--- src/rtl/fetch_pkg.sv ---
// Shared encodings for the fetch sequencer: PC mux selects, FSM states and counter width.
package fetch_pkg;

    typedef logic [2:0] pc_sel_t;

    localparam pc_sel_t PC_SEL_RESET = 3'd0;
    localparam pc_sel_t PC_SEL_HOLD  = 3'd1;
    localparam pc_sel_t PC_SEL_PLUS4 = 3'd2;
    localparam pc_sel_t PC_SEL_ALU   = 3'd3;
    localparam pc_sel_t PC_SEL_JUMP  = 3'd4;

    typedef enum logic [1:0] {
        S_RST  = 2'd0,
        S_BOOT = 2'd1,
        S_RUN  = 2'd2
    } fetch_state_e;

    localparam int CNT_W_DEF = 32;

endpackage

--- src/rtl/fetch_ctrl_if.sv ---
// Bundle between the pipeline (master) and the fetch sequencer (slave), incl. perf-counter MMIO.
interface fetch_ctrl_if #(parameter int CNT_W = fetch_pkg::CNT_W_DEF);
    logic             stall_req;
    logic             br_taken;
    logic             is_jalr;
    logic             is_jal;
    logic             cnt_clr;
    logic [2:0]       pc_sel;
    logic             should_br;
    logic             fetch_valid;
    logic [CNT_W-1:0] cycle_cnt;
    logic [CNT_W-1:0] instr_cnt;

    modport master (
        output stall_req, br_taken, is_jalr, is_jal, cnt_clr,
        input  pc_sel, should_br, fetch_valid, cycle_cnt, instr_cnt
    );

    modport slave (
        input  stall_req, br_taken, is_jalr, is_jal, cnt_clr,
        output pc_sel, should_br, fetch_valid, cycle_cnt, instr_cnt
    );
endinterface

--- src/rtl/perf_counter.sv ---
// Wrapping up-counter with synchronous reset; clear beats increment.
module perf_counter #(
    parameter int W = 32
) (
    input  logic         clk,
    input  logic         rst,
    input  logic         clr,
    input  logic         en,
    output logic [W-1:0] q
);

    logic [W-1:0] cnt_q;
    logic [W-1:0] cnt_d;

    always_comb begin
        cnt_d = cnt_q;
        if (clr) begin
            cnt_d = '0;
        end else if (en) begin
            cnt_d = cnt_q + W'(1);
        end
    end

    always_ff @(posedge clk) begin
        if (rst) begin
            cnt_q <= '0;
        end else begin
            cnt_q <= cnt_d;
        end
    end

    assign q = cnt_q;

endmodule

--- src/rtl/fetch_ctrl.sv ---
// Fetch-stage sequencer: boot sequencing, redirect/JAL/stall PC-mux selection and perf counters.
module fetch_ctrl
    import fetch_pkg::*;
#(
    parameter int CNT_W       = CNT_W_DEF,
    parameter int BOOT_CYCLES = 1
) (
    input  logic         clk,
    input  logic         rst,
    fetch_ctrl_if.slave  bus
);

    fetch_state_e state_q;
    fetch_state_e state_d;
    logic [3:0]   boot_cnt_q;
    logic [3:0]   boot_cnt_d;

    pc_sel_t pc_sel;
    logic    should_br;
    logic    fetch_valid;

    always_ff @(posedge clk) begin
        if (rst) begin
            state_q    <= S_RST;
            boot_cnt_q <= '0;
        end else begin
            state_q    <= state_d;
            boot_cnt_q <= boot_cnt_d;
        end
    end

    always_comb begin
        state_d    = state_q;
        boot_cnt_d = boot_cnt_q;
        case (state_q)
            S_RST: begin
                state_d    = S_BOOT;
                boot_cnt_d = 4'(BOOT_CYCLES - 1);
            end
            S_BOOT: begin
                if (boot_cnt_q == 4'd0) begin
                    state_d = S_RUN;
                end else begin
                    boot_cnt_d = boot_cnt_q - 4'd1;
                end
            end
            S_RUN:   state_d = S_RUN;
            default: state_d = S_RST;
        endcase
    end

    // Reset values are forced combinationally so rst=1 takes effect before the state register catches up.
    always_comb begin
        pc_sel      = PC_SEL_RESET;
        should_br   = 1'b1;
        fetch_valid = 1'b0;
        if (!rst && state_q == S_RUN) begin
            if (bus.stall_req) begin
                pc_sel    = PC_SEL_HOLD;
                should_br = 1'b0;
            end else if (bus.br_taken || bus.is_jalr) begin
                pc_sel    = PC_SEL_ALU;
                should_br = 1'b1;
            end else if (bus.is_jal) begin
                pc_sel      = PC_SEL_JUMP;
                should_br   = 1'b0;
                fetch_valid = 1'b1;
            end else begin
                pc_sel      = PC_SEL_PLUS4;
                should_br   = 1'b0;
                fetch_valid = 1'b1;
            end
        end
    end

    assign bus.pc_sel      = pc_sel;
    assign bus.should_br   = should_br;
    assign bus.fetch_valid = fetch_valid;

    perf_counter #(.W(CNT_W)) u_cycle_cnt (
        .clk (clk),
        .rst (rst),
        .clr (bus.cnt_clr),
        .en  (1'b1),
        .q   (bus.cycle_cnt)
    );

    perf_counter #(.W(CNT_W)) u_instr_cnt (
        .clk (clk),
        .rst (rst),
        .clr (bus.cnt_clr),
        .en  (fetch_valid),
        .q   (bus.instr_cnt)
    );

endmodule
--- src/flat_wrapper.sv ---
// flat-port wrapper written by rule: the top's interface ports become plain ports
module fetch_ctrl_flat import fetch_pkg::*;
#(
    parameter int CNT_W       = CNT_W_DEF,
    parameter int BOOT_CYCLES = 1
)
  (clk, rst, bus_stall_req, bus_br_taken, bus_is_jalr, bus_is_jal, bus_cnt_clr, bus_pc_sel, bus_should_br, bus_fetch_valid, bus_cycle_cnt, bus_instr_cnt);
  fetch_ctrl_if #(.CNT_W(CNT_W)) bus_i ();
  input  logic clk;
  input  logic rst;
  input wire logic [$bits(bus_i.stall_req)-1:0] bus_stall_req;
  input wire logic [$bits(bus_i.br_taken)-1:0] bus_br_taken;
  input wire logic [$bits(bus_i.is_jalr)-1:0] bus_is_jalr;
  input wire logic [$bits(bus_i.is_jal)-1:0] bus_is_jal;
  input wire logic [$bits(bus_i.cnt_clr)-1:0] bus_cnt_clr;
  output wire logic [$bits(bus_i.pc_sel)-1:0] bus_pc_sel;
  output wire logic [$bits(bus_i.should_br)-1:0] bus_should_br;
  output wire logic [$bits(bus_i.fetch_valid)-1:0] bus_fetch_valid;
  output wire logic [$bits(bus_i.cycle_cnt)-1:0] bus_cycle_cnt;
  output wire logic [$bits(bus_i.instr_cnt)-1:0] bus_instr_cnt;
  assign bus_i.stall_req = bus_stall_req;
  assign bus_i.br_taken = bus_br_taken;
  assign bus_i.is_jalr = bus_is_jalr;
  assign bus_i.is_jal = bus_is_jal;
  assign bus_i.cnt_clr = bus_cnt_clr;
  assign bus_pc_sel = bus_i.pc_sel;
  assign bus_should_br = bus_i.should_br;
  assign bus_fetch_valid = bus_i.fetch_valid;
  assign bus_cycle_cnt = bus_i.cycle_cnt;
  assign bus_instr_cnt = bus_i.instr_cnt;
  fetch_ctrl #(.CNT_W(CNT_W), .BOOT_CYCLES(BOOT_CYCLES)) u_core (.clk(clk), .rst(rst), .bus(bus_i));
endmodule
--- config.mk ---
export PLATFORM = sky130hd
export DESIGN_NAME = fetch_ctrl_flat
export DESIGN_NICKNAME = d
export VERILOG_FILES = /design/src/rtl/fetch_pkg.sv /design/src/rtl/fetch_ctrl_if.sv /design/src/rtl/perf_counter.sv /design/src/rtl/fetch_ctrl.sv /design/src/flat_wrapper.sv
export SDC_FILE = /design/constraint.sdc
export NUM_CORES = 1
export LEC_CHECK = 0
export BUFFER_PORTS_ARGS = -buffer_cell sky130_fd_sc_hd__buf_2
export CAP_MARGIN = 20
export CORE_UTILIZATION = 49
export DETAILED_ROUTE_END_ITERATION = 16
export PLACE_DENSITY = 0.8
export SYNTH_ARGS = -nofsm -noshare
export SYNTH_HDL_FRONTEND = slang
export SYNTH_HIERARCHICAL = 1
export SYNTH_SLANG_ARGS = --single-unit
export TNS_END_PERCENT = 1
--- constraint.sdc ---
create_clock -name clk -period 2.2 [get_ports clk]
set_clock_uncertainty 0.15 [all_clocks]
set_input_delay 0.22 -clock clk [delete_from_list [all_inputs] [get_ports clk]]
set_output_delay 0.22 -clock clk [all_outputs]
set_load 0.1 [all_outputs]
# After elaboration in Yosys (flattened, before gate mapping)
# Cells that the tools add are included.
# totals
wordCells,33
inputBits,7
output_inout_bits,69
register_bits,70
# op_classes
n_eq_ne,4
n_reduce_logical,8
addsub,3
muxes,14
# ops
operator,count
adder 32 x 1 -> 32 bit (second input constant),2
2-to-1 mux 3 bit,4
case mux 4 bit (2 select lines),1
2-to-1 mux 1 bit,6
case mux 2 bit (3 select lines),1
zero test 4 bit,1
2-to-1 mux 4 bit,1
subtractor 4 x 1 -> 4 bit (second input constant),1
== test 2 x 1 -> 1 bit (second input constant),1
== test 2 bit (second input constant),1
zero test 2 bit,1
2-to-1 mux 2 bit,1
!= test 2 x 1 -> 1 bit (second input constant),1
!= test 2 bit (second input constant),1
AND reduction 2 bit,1
nonzero test 2 bit,1
OR reduction 2 bit,1
logical AND 1 bit,1
zero test 1 bit,1
logical OR 1 bit,1

# Longest topological paths before layout
# Gate-level depths: netlist of the first run.
# logic_depth
ltp_word,4
ltp_mapped,9
ltp_nobuf,8

# Hierarchy
# Netlist of the first run, hierarchy kept.
# modules_own_cells
mod,cells_per_inst,n_inst,area_per_inst_um2,seq_area_each_um2
perf_counter,173,2,1560.2,640.6
fetch_ctrl,51,1,417.9,120.1

# Worst setup path before layout of the first run
# No wires, ideal clock.
# synth_timing
path_kind,input to output
from,input port rst
to,output port bus_pc_sel[1]
n_path_buf,1
slack_ns,-1.034
t_required_ns,1.830
arrival_ns,2.864
path_stages,4
cell_sequence,clkbuf_1 > inv_1 > nand2_1 > a211oi_1
# synth_via
elab_chain_len,3
# synth_lines
item,line,source
"start, declared",flat_wrapper.sv:10,input logic rst;
zero test 1 bit,fetch_ctrl.sv:57,if (!rst && state_q == S_RUN) begin
logical AND 1 bit,fetch_ctrl.sv:57,
2-to-1 mux 3 bit,fetch_ctrl.sv:57,
"end, declared",flat_wrapper.sv:16,output wire logic [$bits(bus_i.pc_sel)-1:0] bus_pc_sel;
# No other way between the ends.

# Worst setup path in the final report of the first run
# layout_timing
from,register u_core.state_q[0]
to,register u_core.u_instr_cnt.cnt_q[15] (netlist: u_core/u_instr_cnt/q[15])
# layout_via
elab_chain_len,3
# layout_lines
item,line,source
"start, declared",fetch_ctrl.sv:13,fetch_state_e state_q;
"start signal, assigned",fetch_ctrl.sv:27,state_q <= state_d;
== test 2 bit,fetch_ctrl.sv:57,
logical AND 1 bit,fetch_ctrl.sv:57,
2-to-1 mux 1 bit,fetch_ctrl.sv:57,
"end signal, assigned",perf_counter.sv:28,cnt_q <= cnt_d;
"end, declared",perf_counter.sv:12,logic [W-1:0] cnt_q;
# No other way between the ends.
# A chain may end at the register's enable or synchronous reset.

==> results of run 1 <==
logic make-up after synthesis:
family,after synthesis
AOI/OAI and AO/OA,78
xor gates and xnor gates,24
adders and majority gates,7
buffers and inverters,28
DFF,70
muxes,9
other,1
and+or+nand+nor,180
synthesized netlist by cell type (all sizes together) (2+ instances only):
master,number,area (um^2)
xor2,18,158
nor3,6,30.0
and4,10,92.6
nand4,26,235
or3,19,124
clkbuf,5,18.8
nor2b,2,12.5
o311ai,2,17.5
mux2i,7,70.1
xnor2,6,52.6
dfxtp,70,1400
o21ai,15,75.1
a21oi,35,175
mux2,2,22.5
o41ai,2,17.5
buf,12,113
and3,13,81.3
o31ai,20,150
or2,2,12.5
ha,7,87.6
and2,3,18.8
inv,11,41.3
nand3,20,110
nand2,24,90.1
nor2,32,120
or4,20,150
stage by stage:
step / TNS (ns) / instances / utilization [%] / hold WS [ns] / total power, mW
2_1_floorplan: -11.81 / 401 / - / 0.244 / 1.43
3_3_place_gp: 0 / 568 / 58.5 / 0.315 / 1.46
3_5_place_dp: -0.0627 / 568 / 58.5 / 0.325 / 1.46
4_1_cts: -0.0125 / 584 / 62.8 / 0.0659 / 2.88
5_1_grt: -0.0456 / 590 / 63.9 / 0.0907 / 2.98
6_report: 0 / 590 / 63.9 / 0.0759 / 2.88
repair_timing:
action / CTS / global route
cloned: 0 / 0
resized for setup: 4 / 10
setup buffers: 0 / 6
pin swaps: 1 / 3
setup endpoints to repair: 10 / 18
where the power goes:
part / internal, mW / switching [mW] / total (mW)
Sequential: 1.28 / 0.0107 / 1.29
Combinational: 0.0589 / 0.113 / 0.172
Clock: 0.932 / 0.493 / 1.43
area by class of cell:
cell class                      count  area (um^2)
Fill cell                         593         2480
Sequential cell                    70         1400
Tap cell                           96          120
Multi-Input combinational cell    303         2020
Timing Repair Buffer               94          524
Inverter                           11         41.3
Clock inverter                      5          129
Clock buffer                       11          151
worst max-delay path: stages (launching register included):
cell     delay, ns
dfxtp_2       0.34
inv_2         0.07
ha_4          0.12
nor2b_4       0.13
and2_4        0.15
and4_4        0.23
buf_6         0.12
nand4_1       0.15
buf_4         0.19
or3_1         0.30
a21oi_1       0.12
registers in the layout, indices dropped and copies added (netlist names):
signal                count
u_core/u_cycle_cnt/q     32
u_core/boot_cnt_q         4
u_core/state_q            2
u_core/u_instr_cnt/q     32
routing by layer:
| metal | vias up | wire (um) |
|---|---|---|
| met5 | - | 0 |
| met4 | 0 | 136 |
| met2 | 96 | 4160 |
| li1 | 1662 | - |
| met3 | 12 | 405 |
| met1 | 1663 | 3650 |
worst max-delay path by stage:
| stage | depth (start not counted) | to | slack [ns] |
|---|---|---|---|
| 2_1_floorplan | 9 | u_core/u_instr_cnt/q[20] | -0.43 |
| 3_3_place_gp | 8 | u_core/u_instr_cnt/q[26] | 0.03 |
| 3_5_place_dp | 8 | u_core/u_instr_cnt/q[26] | -0.03 |
| 4_1_cts | 9 | u_core/u_instr_cnt/q[13] | -0.01 |
| 5_1_grt | 10 | u_core/u_instr_cnt/q[15] | -0.03 |
| 6_report | 10 | u_core/u_instr_cnt/q[15] | 0.06 |
==> flow_metrics.tcl, run 1 <==
set metrics [dict create \
    outcome "finished, final reports clean" \
    drc_errors 0 \
    syn_to_final_growth_pct 24.0 \
    grt_use_met3_pct 3.79 \
    reg2reg_slack_ns 0.06 \
    end_kind "register" \
    hp-start "bus_cnt_clr" \
    yosys_warnings 6 \
    initial_core_util_pct 51.5 \
    synth_adder_area_share_pct 2.48 \
    synth_xor_xnor_area_share_pct 5.94 \
    synth_edf_count 0 \
    muxShareOfSynthArea_pct 2.62 \
    synth_flop_cell "dfxtp_1" \
    cp-startpoint "u_core/state_q[0]" \
    port_buffers 75 \
    peakVddDrop_v 0.000537 \
    timing.hold.worst.class "in -> reg" \
    hold_end "u_core/u_instr_cnt/q[24]" \
    clk_pin_slew_ns 0.08 \
    synth_compound_area_share_pct 13.3 \
    clk_latency_ns 0.34 \
    timing.final.crit_share_pct 97.3 \
    tritoncts "yes" \
    worstMarginPinSlew_ns 0.594 \
    finalCriticalPeriod_ns 2.14 \
    wl_per_cell_um 14.2 \
    hold_depth 3 \
    syn_avg_cell_area_um2 8.91 \
    path_max_fanout 5 \
    maxSlewHeadroom_pct 60.4 \
    critPathLaunchType "register" \
    die_area_um2 7560 \
    core_area_um2 6870 \
    crit_required_ns 2.33 \
    grt_antenna_before_repair 0 \
    grtUsageMet2_pct 38.7 \
    detail-route-antenna-nets 0 \
    first_global_vias 2988 \
    fin_nets 503 \
    synth-simple-area-share_pct 31.1 \
    dr.pass1.iters 5 \
    cts-htree-levels 3 \
    slew_viol_final 0 \
    r2r-start "u_core/state_q[0]" \
    yosysUniqueCellTypes 42 \
    syn_area_um2 3540 \
    num_antenna_cells 0 \
    path_class "reg -> reg" \
    num_vias 3433 \
    place.gp.congestion 0.822 \
    synthCells 397 \
    die_width_um 87.0 \
    maxCapViolations 0 \
    r2r_cells 10 \
    grt_overflow 0 \
    reg2reg_to "u_core/u_instr_cnt/q[15]" \
    ys_seq_elements 70 \
    postSynth.asyncResetShare_pct 0 \
    final_common_cell "buf_2" \
    dp_hpwl_um 5750 \
    die_h_um 87.0 \
    grt_start_max_net_pins 31 \
    grtUsageTotal_pct 22.7 \
    rsz0062_at_grt "true" \
    finalWorstSetupSlack_ns 0.0599 \
    hold_buffers 0 \
    placed_cell_area_um2 4020 \
    p_per_area_nw_per_um2 657 \
    cts-root-buf "clkbuf_8" \
    final_area_um2 4390 \
    cp.arrival_ns 2.27 \
    cts_made_buffers 9 \
    seq_area_frac_synth_pct 39.6 \
    max_freq_mhz 467 \
    drt_wl_total_um 8360 \
    grt_pass1_wl_um 13600 \
    layout-drive-gt1-share_pct 28.1 \
    setup_violations 0 \
    p_leak_nw 1.78 \
    drt_iter0_drc 149 \
    ctsLongestPathBuffers 2 \
    busiest_layer "met2" \
    rows 30 \
    io_pins 76 \
    hold_viol 0 \
    synth_top_family_by_area "simple AND/OR/NAND/NOR gates" \
    vias_per_cell 5.82 \
    cts_sinks 70 \
    pre_cts_slack_ns -0.0303 \
    grt_util_met1_pct 27.8 \
    final_cell_mix "74 x buf_2, 68 x dfxtp_1, 34 x a21oi_1" \
]
(Power assumes the default switching activity.)
==> inputs of run 2 (changes only) <==
- ABC_AREA: not set -> 1
- CORE_UTILIZATION: 49 -> 51
- PLACE_DENSITY: 0.8 -> 0.81
==> flow_metrics.tcl, run 2 <==
set metrics [dict create \
    outcome "finished, final reports clean" \
    critPathSlowestCell "buf_2" \
    num_antenna_cells 0 \
    setup_violations 0 \
    synth_compound_area_share_pct 8.94 \
    fin_setup_tns_ns 0 \
    grt_antenna_before_repair 0 \
    grt_pass1_wl_um 16900 \
    grtUsageTotal_pct 25.0 \
    drc_errors 0 \
    synth_top_family_by_area "simple AND/OR/NAND/NOR gates" \
    yosysMostFrequentCell "nand2_1" \
    synth-simple-area-share_pct 45.6 \
    synthCells 634 \
    p_per_area_nw_per_um2 579 \
    core_area_um2 7770 \
    die_area_um2 8430 \
    port_buffers 75 \
    tritoncts "yes" \
    vias_per_cell 5.26 \
    clk_pin_slew_ns 0.07 \
    cts_made_buffers 9 \
    num_vias 4357 \
    layout-drive-gt1-share_pct 22.5 \
    drt_iter0_drc 195 \
    dr.pass1.iters 5 \
    cts-root-buf "clkbuf_8" \
    crit_top_cell "inv_1" \
    cts_sinks 70 \
    yosys-top-cells-area "dfxtp_1 34%, nand2_1 14%, nor2_1 9.6%, inv_1 7.3%, a21oi_1 5.8%" \
    ys_seq_elements 70 \
    cp.arrival_ns 1.69 \
    dp_hpwl_um 7560 \
    hold_viol 0 \
    r2r-start "u_core/state_q[0]" \
    p_leak_nw 2.05 \
    hp-start "rst" \
    path_class "reg -> out" \
    wl_per_cell_um 12.1 \
    syn_to_final_growth_pct 18.9 \
    rows 32 \
    grt_start_max_net_pins 28 \
    synth_adder_area_share_pct 2.13 \
    grt_overflow 0 \
    muxShareOfSynthArea_pct 0 \
    max_stage_delay_ns 0.44 \
    detail-route-antenna-nets 0 \
    worstMarginPinSlew_ns 0.677 \
    syn_avg_cell_area_um2 6.49 \
    path_max_fanout 3 \
    yosysUniqueCellTypes 30 \
    max_freq_mhz 486 \
    ctsLongestPathBuffers 2 \
    synth.cells.most_frequent "151 x nand2_1, 105 x nor2_1, 80 x inv_1" \
    synth_flop_cell "dfxtp_1" \
    placed_cell_area_um2 4640 \
    seq_area_frac_synth_pct 34.1 \
    n_fill_cell 726 \
    cp-startpoint "u_core/state_q[0]" \
    synth_xor_xnor_area_share_pct 0 \
    yosysTopAreaCell "dfxtp_1" \
    critPathLaunchType "register" \
    power.total_mw 2.83 \
    io_pins 76 \
    first_global_vias 3998 \
    clk_latency_ns 0.35 \
    cts-htree-levels 3 \
    final_area_um2 4890 \
    crit_required_ns 1.83 \
    drt_wl_total_um 10000 \
    final_cell_mix "150 x nand2_1, 105 x nor2_1, 80 x inv_1" \
    synth_top_area_share_pct 34.1 \
    timing.final.crit_share_pct 93.6 \
    rsz0062_at_grt "false" \
    yosys_warnings 6 \
    maxCapViolations 0 \
    postSynth.asyncResetShare_pct 0 \
    die_h_um 91.8 \
    timing.hold.worst.class "in -> reg" \
    synth_edf_count 0 \
    maxSlewHeadroom_pct 54.7 \
    peakVddDrop_v 0.000375 \
    slew_viol_final 0 \
    die_width_um 91.8 \
    place.gp.congestion 0.849 \
    syn_area_um2 4110 \
    crit_path_cell_trace "inv_1, ha_1, nand2_1, inv_1, nand2_2, a21oi_1, buf_2" \
    final_common_cell "nand2_1" \
    synth_nets 648 \
    fin_nets 735 \
    initial_core_util_pct 53.0 \
    finalCriticalPeriod_ns 2.06 \
    end_kind "output port" \
]
-- run 2: worst paths after layout --
path                                    to  slack, ns  cells after the start
setup / recovery             bus_pc_sel[1]       0.14                      7
hold / removal           u_core/state_q[1]       0.06                      4
setup reg to reg  u_core/u_instr_cnt/q[31]       0.17                     14
hold reg to reg    u_core/u_cycle_cnt/q[8]       0.35                      1
-- run 2: cell families after synthesis --
| group | Yosys count |
|---|---|
| buffers and inverters | 93 |
| DFF | 70 |
| other | 1 |
| adders and majority gates | 7 |
| AOI/OAI and AO/OA | 70 |
| and+or+nand+nor | 393 |
-- run 2: worst max-delay path: cells and delay by family, from the launching register on --
| kind | cells | cell delay [ns] |
|---|---|---|
| DFF | 1 | 0.33 |
| adders and majority gates | 1 | 0.14 |
| and+or+nand+nor | 2 | 0.15 |
| buffers and inverters | 3 | 0.61 |
| AOI/OAI and AO/OA | 1 | 0.13 |
-- run 2: power by group --
| part | switching (mW) | total, mW | internal (mW) |
|---|---|---|---|
| Clock | 0.486 | 1.07 | 0.581 |
| Sequential | 0.0301 | 1.33 | 1.30 |
| Combinational | 0.291 | 0.430 | 0.139 |
-- run 2: final cells by class --
type / instances / area [um^2] / share of cell area [%]
well taps: 102 / 128 / 2.61
inverters: 87 / 339 / 6.93
multi-input cells: 471 / 2370 / 48.5
repair buffers: 82 / 449 / 9.19
clock inverters: 4 / 45.0 / 0.921
flip-flops and latches: 70 / 1400 / 28.7
clock buffers: 12 / 155 / 3.17
-- run 2: metrics by stage --
step | std cells | hold WS, ns | worst slack, ns | util (%)
3_5_place_dp | 810 | 0.316 | 0.109 | 59.7
6_report | 828 | 0.0617 | 0.141 | 63.0
2_1_floorplan | 634 | 0.132 | -0.462 | -
5_1_grt | 828 | 0.107 | 0.00845 | 63.0
3_3_place_gp | 810 | 0.316 | 0.183 | 59.7
4_1_cts | 828 | 0.0423 | 0.0837 | 62.5
-- run 2: timing repair --
item                                    in CTS  in global routing
hold buffers                                 1                  0
endpoints found under the setup margin       1                 18
hold endpoints to repair                     3                  0
buffers inserted                             1                  0
gates resized for setup                      0                  7
pin swaps                                    1                  2
-- run 2: per-layer routing --
| metal | wire length, um | track usage (%) |
|---|---|---|
| met1 | 4230 | 28.9 |
| met4 | 199 | 11.1 |
| met3 | 568 | 4.06 |
| met5 | 0 | 0 |
| met2 | 5040 | 45.2 |
==> inputs of run 3 (changes only) <==
- BUFFER_PORTS_ARGS: -buffer_cell sky130_fd_sc_hd__buf_2 -> -buffer_cell sky130_fd_sc_hd__clkbuf_2
==> flow_metrics.tcl, run 3 (synthesis results as in run 2) <==
set metrics [dict create \
    core_area_um2 7770 \
    max_freq_mhz 484 \
    power.total_mw 2.98 \
    r2r_cells 14 \
    path_max_fanout 4 \
    io_pins 76 \
    port_buffers 75 \
    reg2reg_slack_ns 0.15 \
    finalCriticalPeriod_ns 2.06 \
    maxSlewHeadroom_pct 57.6 \
    grt_antenna_before_repair 0 \
    crit_top_cell "buf_4" \
    sw_frac_of_total_pct 28.1 \
    clk_pin_slew_ns 0.07 \
    cts_sinks 70 \
    layout-drive-gt1-share_pct 22.7 \
    wl_per_cell_um 12.7 \
    grt_start_max_net_pins 28 \
    dp_hpwl_um 7880 \
    path_class "reg -> out" \
    die_h_um 91.8 \
    critPathSlowestCell "dfxtp_1" \
    cp.arrival_ns 1.69 \
    first_global_vias 4090 \
    peakVddDrop_v 0.000411 \
    crit_required_ns 1.83 \
    die_width_um 91.8 \
    slew_viol_final 0 \
    n_fill_cell 723 \
    hold_depth 4 \
    fin_nets 737 \
    end_kind "output port" \
    initial_core_util_pct 53.0 \
    power.share.sequential_pct 44.9 \
    detail-route-antenna-nets 0 \
    cts-root-buf "clkbuf_8" \
    critPathLaunchType "register" \
    drc_errors 0 \
    cts_made_buffers 9 \
    grt_pass1_wl_um 17700 \
    final_common_cell "nand2_1" \
    worstMarginPinSlew_ns 0.634 \
    num_vias 4395 \
    place.gp.congestion 0.856 \
    max_stage_delay_ns 0.33 \
    die_area_um2 8430 \
    timing.hold.worst.class "in -> reg" \
    clk_latency_ns 0.35 \
    vias_per_cell 5.30 \
    drt_iter0_drc 206 \
    tritoncts "yes" \
    wl_met3_um 635 \
    p_leak_nw 2.01 \
    grt_overflow 0 \
    dpl.cell_count 810 \
    ctsLongestPathBuffers 2 \
    cts-htree-levels 3 \
    p_comb_share_pct 14.8 \
    syn_to_final_growth_pct 19.6 \
    maxCapViolations 0 \
    fin_cells 830 \
    wl_met2_um 5280 \
    timing.final.crit_share_pct 93.8 \
    rows 32 \
    wl_met1_um 4370 \
    p_int_mw 2.14 \
    drt_wl_total_um 10500 \
    rsz0062_at_grt "false" \
    grtUsageTotal_pct 25.8 \
    p_sw_uw 838 \
    num_antenna_cells 0 \
    outcome "finished, final reports clean" \
    final_cell_mix "150 x nand2_1, 105 x nor2_1, 79 x inv_1" \
    setup_violations 0 \
    crit_path_cell_trace "inv_2, ha_1, nand2_1, inv_1, nand2_2, nor3_4, buf_4, buf_4, buf_12" \
    p_per_area_nw_per_um2 606 \
    dr.pass1.iters 5 \
    top_layer "met4" \
    hold_viol 0 \
    clock_power_share_pct 40.3 \
]
==> run 3: cell count changes in the layout (fill, tap and decap cells not counted), moves of 2 or more <==
cell and change:
buf_2 -74, clkbuf_2 +74, buf_4 +3, clkinv_2 -2
==> run 3: what timing repair did <==
item | 4_1_cts | 5_1_grt
setup buffers | 1 | 2
gates resized for setup | 0 | 4
setup endpoints to repair | 1 | 23
hold endpoints to repair | 3 | 0
hold buffers | 1 | 0
pin swaps | 1 | 1
==> run 3: power by group through the flow <==
| stage | Combinational [mW] | Sequential, mW | Clock, mW |
|---|---|---|---|
| finish | 0.442 | 1.34 | 1.20 |
| detailed placement | 0.425 | 1.36 | 0 |
| global route | 0.493 | 1.34 | 1.28 |
| floorplan | 0.340 | 1.36 | 0 |
| CTS | 0.429 | 1.33 | 1.22 |
| global placement | 0.406 | 1.36 | 0 |
==> run 3: layout make-up <==
cell class | count | area, um^2 | area share [%]
multi-input combinational | 471 | 2360 | 47.9
sequential | 70 | 1400 | 28.5
timing repair buffer | 84 | 460 | 9.36
inverter | 87 | 339 | 6.89
clock buffer | 11 | 151 | 3.08
tap | 102 | 128 | 2.59
clock inverter | 5 | 81.3 | 1.65
==> run 3: worst max-delay path, delay by kind of cell (launching register included) <==
kind	cells	cell delay, ns
buffers and inverters	5	0.58
flip-flops	1	0.33
AND/OR/NAND/NOR	3	0.29
adder cells (fa/ha/maj)	1	0.14
==> run 3: per-layer routing <==
layer	vias to the layer above	track usage (%)
met1	2014	29.3
met5	-	0
li1	2200	-
met3	21	5.56
met4	0	9.24
met2	160	47.5
==> run 3: path summary, 6_finish.rpt <==
kind                           startpoint                        to
setup / recovery        u_core/state_q[0]           bus_fetch_valid
hold / removal                        rst         u_core/state_q[0]
setup reg to reg        u_core/state_q[0]  u_core/u_instr_cnt/q[24]
hold reg to reg   u_core/u_instr_cnt/q[1]   u_core/u_instr_cnt/q[1]
==> run 3: metrics by stage <==
| step | hold WS [ns] | setup TNS, ns | setup slack [ns] | cell area, um^2 | util (%) |
|---|---|---|---|---|---|
| 6_report | 0.0751 | 0 | 0.136 | 4920 | 63.3 |
| 5_1_grt | 0.0937 | 0 | 0.00635 | 4920 | 63.3 |
| 4_1_cts | 0.0607 | 0 | 0.0325 | 4890 | 63.0 |
| 3_5_place_dp | 0.336 | 0 | 0.0755 | 4640 | 59.7 |
| 3_3_place_gp | 0.321 | 0 | 0.183 | 4640 | 59.7 |
| 2_1_floorplan | 0.132 | -10.74 | -0.462 | 4130 | - |
